==> src/rtl/pipeline_out_fifo.sv <==
// Output FIFO behind the 3-stage pipeline: absorbs a stream with no backpressure,
// presents valid/ready to the consumer, and zeroes storage on pop and on flush.
//
// Ports:
//   clk, reset      clock (rising edge), asynchronous active-high reset
//   in_data/valid   producer stream from pipeline stage 3, no backpressure
//   flush           secure flush shared with upstream: gates valid, zeroes storage
//   out_data/valid  head-of-queue word (first-word fall-through, registered)
//   out_ready       consumer accepts the head when out_valid && out_ready
//   count           number of stored words
//   full            count == DEPTH
//   almost_full     count >= DEPTH - AFULL_MARGIN
//   overflow        sticky drop flag; cleared by err_clear or reset
//   err_clear       clears overflow, unless a drop happens in the same cycle
module pipeline_out_fifo #(
    parameter int DATA_W       = 32,
    parameter int DEPTH        = 8,
    parameter int AFULL_MARGIN = 3
) (
    input  logic                       clk,
    input  logic                       reset,
    input  logic [DATA_W-1:0]          in_data,
    input  logic                       in_valid,
    input  logic                       flush,
    output logic [DATA_W-1:0]          out_data,
    output logic                       out_valid,
    input  logic                       out_ready,
    output logic [$clog2(DEPTH):0]     count,
    output logic                       full,
    output logic                       almost_full,
    output logic                       overflow,
    input  logic                       err_clear
);

    localparam int AW = $clog2(DEPTH);
    localparam int CW = AW + 1;

    localparam logic [CW-1:0] DEPTH_C = CW'(DEPTH);
    localparam logic [CW-1:0] AFULL_C = CW'(DEPTH - AFULL_MARGIN);

    logic [DATA_W-1:0] mem [DEPTH];
    logic [AW-1:0]     wr_ptr;
    logic [AW-1:0]     rd_ptr;
    logic [CW-1:0]     count_q;
    logic              overflow_q;

    logic push;
    logic pop;
    logic drop;

    // Flags come from the count register only.
    assign full        = (count_q == DEPTH_C);
    assign almost_full = (count_q >= AFULL_C);

    assign out_valid = (count_q != '0) && !flush;
    assign out_data  = mem[rd_ptr];

    assign pop  = out_valid && out_ready;
    assign push = in_valid && !flush && (!full || pop);
    assign drop = in_valid && !flush && full && !pop;

    assign count    = count_q;
    assign overflow = overflow_q;

    // Storage. When full, push and pop hit the same slot; the
    // incoming word must win over the zeroing of the popped one,
    // so the push write comes last.
    always_ff @(posedge clk or posedge reset) begin
        if (reset) begin
            for (int i = 0; i < DEPTH; i++) begin
                mem[i] <= '0;
            end
        end else if (flush) begin
            for (int i = 0; i < DEPTH; i++) begin
                mem[i] <= '0;
            end
        end else begin
            if (pop) begin
                mem[rd_ptr] <= '0;
            end
            if (push) begin
                mem[wr_ptr] <= in_data;
            end
        end
    end

    // Pointers wrap naturally: DEPTH is a power of two.
    always_ff @(posedge clk or posedge reset) begin
        if (reset) begin
            wr_ptr <= '0;
            rd_ptr <= '0;
        end else if (flush) begin
            wr_ptr <= '0;
            rd_ptr <= '0;
        end else begin
            if (push) begin
                wr_ptr <= wr_ptr + AW'(1);
            end
            if (pop) begin
                rd_ptr <= rd_ptr + AW'(1);
            end
        end
    end

    always_ff @(posedge clk or posedge reset) begin
        if (reset) begin
            count_q <= '0;
        end else if (flush) begin
            count_q <= '0;
        end else begin
            case ({push, pop})
                2'b10:   count_q <= count_q + CW'(1);
                2'b01:   count_q <= count_q - CW'(1);
                default: count_q <= count_q;
            endcase
        end
    end

    // Flush leaves the sticky error alone; a drop beats err_clear.
    always_ff @(posedge clk or posedge reset) begin
        if (reset) begin
            overflow_q <= 1'b0;
        end else if (drop) begin
            overflow_q <= 1'b1;
        end else if (err_clear) begin
            overflow_q <= 1'b0;
        end
    end

endmodule

==> config.mk <==
export PLATFORM = sky130hd
export DESIGN_NAME = pipeline_out_fifo
export DESIGN_NICKNAME = d
export VERILOG_FILES = /design/src/rtl/pipeline_out_fifo.sv
export SDC_FILE = /design/constraint.sdc
export NUM_CORES = 1
export LEC_CHECK = 0
export ABC_AREA = 0
export BUFFER_PORTS_ARGS = -buffer_cell sky130_fd_sc_hd__buf_2
export CORE_ASPECT_RATIO = 2
export CORE_UTILIZATION = 51
export DETAILED_ROUTE_END_ITERATION = 10
export PLACE_DENSITY_LB_ADDON = 0.2
export SLEW_MARGIN = 20
export SYNTH_ARGS = -nofsm -noshare
export SYNTH_HDL_FRONTEND = slang
export SYNTH_SLANG_ARGS = --single-unit
==> constraint.sdc <==
create_clock -name clk -period 22.4 [get_ports clk]
set_input_delay 1.12 -clock clk [delete_from_list [all_inputs] [get_ports clk]]
set_output_delay 1.12 -clock clk [all_outputs]
set_load 0.03 [all_outputs]
Word-level counts from Yosys, hierarchy flattened --
Cells that the tools add are included. W data, S select, Z words.
Storage, ports and cells: memories 0, RAM bits 0, bits in latches 0, word-level logic and storage cells 65, output and inout port bits 40, flip-flop bits (word level) 267, ROM bits 0, bits of input ports 38
Cells by class: order comparisons 5, divide/modulo/power cells 0, reductions and logical operators 17, muxes and demuxes 20, bitwise logic cells 4, $mul 0, shifts and indexed selects 0, equality and inequality tests 3, add/subtract/negate cells 4
Operator list (number):
- $mux W256 | 4
- $and A256 B256 Y256 | 1
- $bwmux W256 | 1
- $not A256 Y256 | 1
- $demux W32 S3 | 2
- $mux W32 | 4
- $bmux W32 S3 | 1
- $mux W3 | 4
- $ge A4 B4 Y1 const B | 2
- $logic_and A1 B1 Y1 | 8
- $lt A4 B1 Y1 const B | 2
- $not A3 Y4 | 2
- $pmux W4 S2 | 1
- $add A3 B1 Y3 const B | 2
- $reduce_bool A2 Y1 | 3
- $add A4 B1 Y4 const B | 1
- $eq A4 B4 Y1 const B | 1
- $ge A4 B3 Y1 const B | 1
- $mux W4 | 1
- $reduce_bool A4 Y1 | 1
- $sub A4 B1 Y4 const B | 1
- $logic_not A1 Y1 | 3
- $reduce_bool A3 Y1 | 1
- $eq A2 B1 Y1 const B | 1
- 3 further kinds | 4

Logic depth before layout (Yosys ltp) --
Gate-level depths: netlist of the first run.
word-level depth 12, gate-level depth with buffers 8, mapped depth without buffers 7

Least setup slack after synthesis of the first run --
OpenSTA, ideal clock, no wires.
path type input -> output, start point in flush, end point out out_valid, stages on the path 4, arrival 2162 ps, data required time 21280 ps, setup slack 19118 ps, path buffers 3, cell sequence clkbuf_1 -> clkbuf_1 -> clkbuf_1 -> nor2_1
On the way: word-level cells in the longest chain between the ends 2
RTL lines:
- from (decl) | RTL line 24 | input logic flush,
- $logic_not A1 Y1 | RTL line 55 | assign out_valid = (count_q != '0) && !flush;
- $logic_and A1 B1 Y1 | RTL line 55
- to (decl) | RTL line 26 | output logic out_valid,
Every way passes these cells.

Worst setup path in the final report of the first run --
start point reg rd_ptr[0], end point out out_data[0]
On the way: word-level cells in the longest chain between the ends 4
RTL lines:
- from (decl) | RTL line 43 | logic [AW-1:0] rd_ptr;
- from (signal assigned) | RTL line 100 | rd_ptr <= rd_ptr + AW'(1);
- $not A3 Y4 (implied by the code) | RTL line 56 | assign out_data = mem[rd_ptr];
- $bmux W32 S3 | RTL line 56
- $mux W32 (implied by the code) (2 in a row) | RTL line 56
- to (decl) | RTL line 25 | output logic [DATA_W-1:0] out_data,
Every way passes these cells. The select of a mux whose other input is x is not followed.

==> qor.log, run 1 <==
qor: grt.pin_count_of_the_biggest_net_entering_global_routing 135
qor: worst_setup_path.max_stage_delay 0.91 ns
qor: synthesis.synth-edff-count 0
qor: sta.timing_worst_slew_pin_value 1.11 ns
qor: clock_tree.cts_max_level 1
qor: worst_setup_path.crit_path_top_delay_cell sky130_fd_sc_hd__dfrtp_4
qor: route.detailedRoute.firstPassIterationCount 5
qor: min_path.min-delay-start overflow
qor: clock_tree.cts-resized-gates 0
qor: sta.final_min_period_over_clock_period 19.9%
qor: grt.groute.layer.met2.usage 57.7%
qor: synthesis.asyncSetResetFlopFracSynth 100%
qor: synthesis.synth_seq_area_share 49.1%
qor: worst_setup_path.wp_depth 4
qor: worst_setup_path.timing.critical_path.to_type primary output
qor: synthesis.netlist_top_cells_area sky130_fd_sc_hd__dfrtp_1 49%, sky130_fd_sc_hd__mux4_2 11%, sky130_fd_sc_hd__nand3_1 9.6%
qor: worst_setup_path.series_of_cell_instances_along_the_critical_path buf_4, mux4_2, mux2_2, buf_2
qor: clock_tree.cts_max_path_bufs 3
qor: worst_setup_path.cp_data_arrival_time 3.33 ns
qor: route.drt-initial-drc-count 954
qor: route.wl_per_cell 24.5 microns
qor: floorplan.row_count 84
qor: clock_tree.cts.hold.buffers_added 0
qor: worst_setup_path.critical_path.reg2reg.endpoint mem[185]
qor: clock_tree.post_cts_setup_driven_buffer_insertion_count 0
qor: min_path.hold_endpoint overflow
qor: synthesis.synth.top_cells.by_count 267 x sky130_fd_sc_hd__dfrtp_1, 262 x sky130_fd_sc_hd__nand2_1, 261 x sky130_fd_sc_hd__nand3_1
qor: sta.layout_setup_ws 17.95 ns
qor: sta.worst_hold_slack 0.505 ns
qor: synthesis.postSynthNetCount 1442
qor: grt.global_route.usage.total 31.7%
qor: run_status.run_status completed
qor: route.routed_via_density 6.42
qor: placed_design.gp_congestion 0.766
qor: route.finalWirelength 42400 microns
qor: placed_design.place_hpwl 23400 microns
qor: worst_setup_path.worstRegToRegCells 6
qor: synthesis.ys.warnings.count 0
qor: layout.drive_above_1_share 19.2%
qor: floorplan.dieArea 27400 sq um
qor: power_and_ir_drop.leakagePower 5.93 nW
qor: min_path.hp-class flip-flop to flip-flop
qor: sta.min_period 4.45 ns
qor: clock_tree.cts_buffers 25
qor: floorplan.initial_standard_cell_utilization_of_the_core 51.8%
qor: power_and_ir_drop.design_power_total 1.22 mW
qor: layout.areaGrowthSynthToFinish 9.50%
qor: worst_setup_path.cp.required 21.28 ns
qor: grt.grt_most_used_layer met2
qor: synthesis.yosysTopAreaCell sky130_fd_sc_hd__dfrtp_1
qor: worst_setup_path.rrSetupSlack 19.04 ns
qor: clock_tree.cts.reportedPaths.clkPinSlew 0.07 ns
qor: synthesis.yosys.area.top_type_share 49.1%
qor: min_path.timing.hold.worst_path_depth 1
qor: sta.worst_clock_skew 0.0218 ns
qor: sta.finalSetupViolCount 0
qor: route.via_count 11100
qor: power_and_ir_drop.power_density 82.2 nW/um^2
qor: grt.global_route_wire_length_before_repair 65800 microns
qor: clock_tree.clock_sinks 267
qor: sta.hold_viol 0
qor: placed_design.port_buffers 77
qor: synthesis.synth_seq_cells 267
qor: worst_setup_path.setup.worst_path.start_class flip-flop
qor: floorplan.die_x 117 microns
qor: layout.finish.net_count 1411
qor: worst_setup_path.critical-path-top-delay-family buffers and inverters
qor: floorplan.die_y_extent 233 microns
qor: clock_tree.tritoncts built
qor: route.detail_route.drc_violations 0
qor: sta.drv_slew 0
qor: clock_tree.clock_latency 0.55 ns
qor: sta.grt_setup_unrepaired no
qor: grt.grt_antenna_before_repair 2
qor: synthesis.synth.lib_cells_used.distinct 50
qor: synthesis.post_synthesis_cell_area 13600 sq um
qor: route.drt.antenna.violating_nets 0
qor: worst_setup_path.path_max_fanout 39
qor: sta.slew_headroom 26.0%
qor: synthesis.postSynthAreaPerCell 9.71 sq um
qor: worst_setup_path.setup.worst_path.class flip-flop to primary output
qor: floorplan.fp.coreArea 26300 sq um
qor: sta.clock.fmax 225 MHz
qor: synthesis.yosysMostFrequentCell sky130_fd_sc_hd__dfrtp_1
qor: sta.final.setup.tns 0 ns
qor: run.maxCapViolations 0
qor: grt.groute.layer.met3.usage 3.53%
qor: worst_setup_path.critical_path.n_buffers_inverters 2
qor: grt.global_route.overflow_total 0
qor: synthesis.synthesis.instances 1400
qor: clock_tree.clock-root-buffer sky130_fd_sc_hd__clkbuf_16
qor: grt.grtUsageMet1 37.4%
qor: synthesis.synth_ff_type sky130_fd_sc_hd__dfrtp_1
qor: floorplan.num_io_pins 78
qor: worst_setup_path.r2r_start rd_ptr[0]
qor: power_and_ir_drop.worst_ir_drop_vdd 0.0683 mV
qor: grt.vias_in_the_first_global_route 11100
qor: placed_design.dpl_worst_slack 18.13 ns
==> power breakdown <==
group	switching (mW)	internal, mW	total (mW)
logic	0.175	0.0860	0.261
clock network	0.185	0.248	0.433
registers	0.0338	0.497	0.531
==> worst max-delay path by stage <==
stage              endpoint  slack [ns]  startpoint
2_1_floorplan      count[0]       13.93       reset
5_1_grt         out_data[0]       17.74   rd_ptr[0]
3_3_place_gp       mem[176]       18.19       flush
6_report        out_data[0]       17.95   rd_ptr[0]
3_5_place_dp       mem[191]       18.13       flush
4_1_cts        out_data[21]       17.86   rd_ptr[0]
==> per-stage QoR <==
stage | utilization (%) | cell area, sq um | instances
after detailed placement | 53.5 | 14100 | 1685
final | 56.7 | 14900 | 1730
after floorplan | - | 13600 | 1400
after global placement | 53.5 | 14100 | 1685
after global routing | 56.7 | 14900 | 1730
after CTS | 56.6 | 14900 | 1727
==> flip-flops by register name, summed over array words and instances, names as in the netlist <==
register / count
count: 4
rd_ptr: 3
wr_ptr: 3
mem: 256
overflow: 1
==> layer usage <==
layer | vias up | wire length, microns
met5 | - | 0
met4 | 0 | 1590
met3 | 124 | 2660
met2 | 498 | 22900
met1 | 5605 | 15200
li1 | 4879 | -
==> cell usage in the layout, fill, tap and decap left out, types with 7 or more instances in the layout <==
cell                        Yosys  layout
sky130_fd_sc_hd__buf_2         46      76
sky130_fd_sc_hd__mux2_2        33      33
sky130_fd_sc_hd__nand2_1      262     262
sky130_fd_sc_hd__nand3_1      261     261
sky130_fd_sc_hd__a21oi_1      257     257
sky130_fd_sc_hd__mux4_2        64      64
sky130_fd_sc_hd__buf_4         13      31
sky130_fd_sc_hd__a311oi_4       0       8
sky130_fd_sc_hd__clkbuf_16      0      25
sky130_fd_sc_hd__clkbuf_1      69       8
sky130_fd_sc_hd__clkbuf_8       0       7
sky130_fd_sc_hd__dfrtp_1      267     264
sky130_fd_sc_hd__nor2_1        12      12
==> logic make-up after synthesis <==
group,count (synthesis),share of synthesized area [%]
xor+xnor,6,0.386
mux,98,13.4
buf+inv,173,5.67
compound gates,287,12.1
simple gates,565,19.0
flops,267,49.1
fa+ha+maj,4,0.368
==> final cells by class <==
cell class,count,area (sq um)
inverters,6,30.0
clock buffers,39,738
flip-flops and latches,267,6690
clock inverters,3,65.1
multi-input cells,960,6290
well taps,344,430
repair buffers,109,642
diodes,2,5.00
fillers,2362,11400
Power figures use the tool's default switching activity.
==> run 2: changes to the inputs <==
Clock period 22.4 ns to 4.45 ns, I/O delays scaled along.
==> run 2 against run 1 <==
- combinational power grew to 5.1 times the previous value
- sequential cell count unchanged
- largest power group unchanged
- first-iteration DRC count grew 6.3%
- sequential share of layout area is 1.4 points lower
- critical path type unchanged
- sequential power grew to 5.1 times the previous value
- cell count up 2.5%
- via count grew 2.1%
- largest cell class unchanged
- clock skew decreased by 0.013 ns
- critical path depth unchanged
- critical endpoint is now out_data[24]
- non-clock buffer count up 41
- highest routed layer unchanged
==> qor.log, run 2 (synthesized netlist as in run 1, its figures left out) <==
qor: run_status.run_status completed
qor: layout.largest-register mem
qor: grt.global_route.overflow_total 0
qor: floorplan.dieArea 27400 sq um
qor: route.via_count 11300
qor: route.drt.antenna.violating_nets 0
qor: worst_setup_path.critical-path-top-delay-family multiplexers
qor: floorplan.row_count 84
qor: route.detailedRoute.firstPassIterationCount 5
qor: placed_design.place_hpwl 24300 microns
qor: clock_tree.cts_max_level 1
qor: clock_tree.tritoncts built
qor: layout.finish.net_count 1452
qor: layout.largest_reg_flops 256
qor: sta.worst_clock_skew 0.00911 ns
qor: sta.drv_slew 0
qor: layout.commonest_cells_after_routing_fill_and_taps_aside 264 x sky130_fd_sc_hd__dfrtp_1, 262 x sky130_fd_sc_hd__nand2_1, 261 x sky130_fd_sc_hd__nand3_1
qor: route.drt-initial-drc-count 1014
qor: worst_setup_path.timing.critical_path.to_type primary output
qor: worst_setup_path.crit_path_top_delay_cell sky130_fd_sc_hd__dfrtp_4
qor: sta.hold_viol 0
qor: sta.final.setup.tns 0 ns
qor: route.routed_via_density 6.39
qor: worst_setup_path.path_max_fanout 30
qor: floorplan.die_y_extent 233 microns
qor: placed_design.port_buffers 77
qor: power_and_ir_drop.power_density 413 nW/um^2
qor: clock_tree.clock_sinks 267
qor: sta.slew_headroom 29.4%
qor: worst_setup_path.setup.worst_path.class flip-flop to primary output
qor: placed_design.placedCellCount 1698
qor: floorplan.fp.coreArea 26300 sq um
qor: clock_tree.cts_max_path_bufs 3
qor: floorplan.die_x 117 microns
qor: clock_tree.cts.reportedPaths.clkPinSlew 0.07 ns
qor: layout.areaGrowthSynthToFinish 13.1%
qor: power_and_ir_drop.design_power_total 6.35 mW
qor: grt.vias_in_the_first_global_route 11700
qor: placed_design.gp_congestion 0.781
qor: layout.final_core_util 58.5%
qor: grt.grt_antenna_before_repair 1
qor: worst_setup_path.critical_path.n_buffers_inverters 2
qor: layout.drive_above_1_share 19.7%
qor: floorplan.initial_standard_cell_utilization_of_the_core 51.8%
qor: clock_tree.cts_buffers 25
qor: grt.pin_count_of_the_biggest_net_entering_global_routing 98
qor: route.wl_per_cell 24.2 microns
qor: power_and_ir_drop.worst_ir_drop_vdd 0.377 mV
qor: sta.timing_worst_slew_pin_value 1.06 ns
qor: clock_tree.clock-root-buffer sky130_fd_sc_hd__clkbuf_16
qor: sta.clock.fmax 307 MHz
qor: layout.final_common_cell sky130_fd_sc_hd__dfrtp_1
qor: clock_tree.cts-resized-gates 0
qor: run.maxCapViolations 0
qor: route.finalWirelength 42900 microns
qor: sta.grt_setup_unrepaired no
qor: sta.finalSetupViolCount 0
qor: sta.min_period 3.25 ns
qor: grt.global_route_wire_length_before_repair 66800 microns
qor: min_path.hp-class input pin to flip-flop
qor: grt.global_route.usage.total 31.9%
qor: worst_setup_path.series_of_cell_instances_along_the_critical_path buf_4, mux4_2, mux2_2, buf_2
qor: worst_setup_path.cp.required 4.23 ns
qor: worst_setup_path.max_stage_delay 0.83 ns
qor: floorplan.num_io_pins 78
qor: power_and_ir_drop.leakagePower 6.15 nW
qor: route.detail_route.drc_violations 0
qor: sta.final_min_period_over_clock_period 73.1%
qor: clock_tree.clock_latency 0.54 ns
qor: worst_setup_path.setup.worst_path.start_class flip-flop
qor: worst_setup_path.cp_data_arrival_time 3.03 ns
qor: layout.finish.cell_count_without_fillers 1773
run 2: changes by cell type in the layout (fill, tap and decap cells not counted), sizes merged:
| cell | delta |
|---|---|
| clkinvlp | +1 |
| clkbuf | -1 |
| dlygate4sd3 | +29 |
| buf | +12 |
| diode | -1 |
| bufinv | +2 |
| clkinv | +1 |
run 2: final cells by class:
cell class | count | area, sq um
well taps | 344 | 430
repair buffers | 150 | 1060
diodes | 1 | 2.50
multi-input cells | 960 | 6290
clock inverters | 7 | 139
inverters | 6 | 26.3
fillers | 2330 | 10900
clock buffers | 38 | 734
flip-flops and latches | 267 | 6690
run 2: timing repair:
item                      4_1_cts  5_1_grt
hold buffers                   29        0
hold endpoints to repair      208        0
buffers inserted                0        0
run 2: report_power, final:
| part | switching (mW) | internal (mW) |
|---|---|---|
| Combinational | 0.887 | 0.457 |
| Sequential | 0.190 | 2.50 |
| Clock | 0.943 | 1.37 |
run 2: worst paths after layout:
check	cells after the start	startpoint	to	slack, ns
worst min-delay path	3	in_data[28]	mem[188]	0.006
min in group asynchronous	3	reset	mem[239]	0.41
max in group asynchronous	4	reset	rd_ptr[0]	2.98
worst min register to register	1	overflow	overflow	0.50
worst max-delay path	4	rd_ptr[0]	out_data[24]	1.20
worst max register to register	5	count[3]	mem[161]	1.24
run 2: worst register-to-register path: cells and delay by family, from the launching register on:
kind,cells,cell delay [ns]
flops,1,0.99
compound gates,2,0.97
simple gates,1,0.13
buf+inv,2,1.03
run 2: routing by layer:
layer / vias up / track usage, % / part of all wire, % / wire length, microns
met5: - / 0 / 0 / 0
met4: 0 / 16.3 / 4.3 / 1850
met3: 120 / 3.31 / 6.5 / 2810
met2: 508 / 58.1 / 54 / 23200
met1: 5748 / 37.0 / 35 / 15100
li1: 4960 / - / - / -
run 2: metrics by stage:
stage,hold slack [ns],instance area (sq um),worst slack (ns)
after global routing,0.0133,15400,1.01
after CTS,0.000571,15400,1.16
after floorplan,0.394,13600,0.702
after detailed placement,0.455,14200,1.26
final,0.00587,15400,1.20
after global placement,0.456,14200,1.36
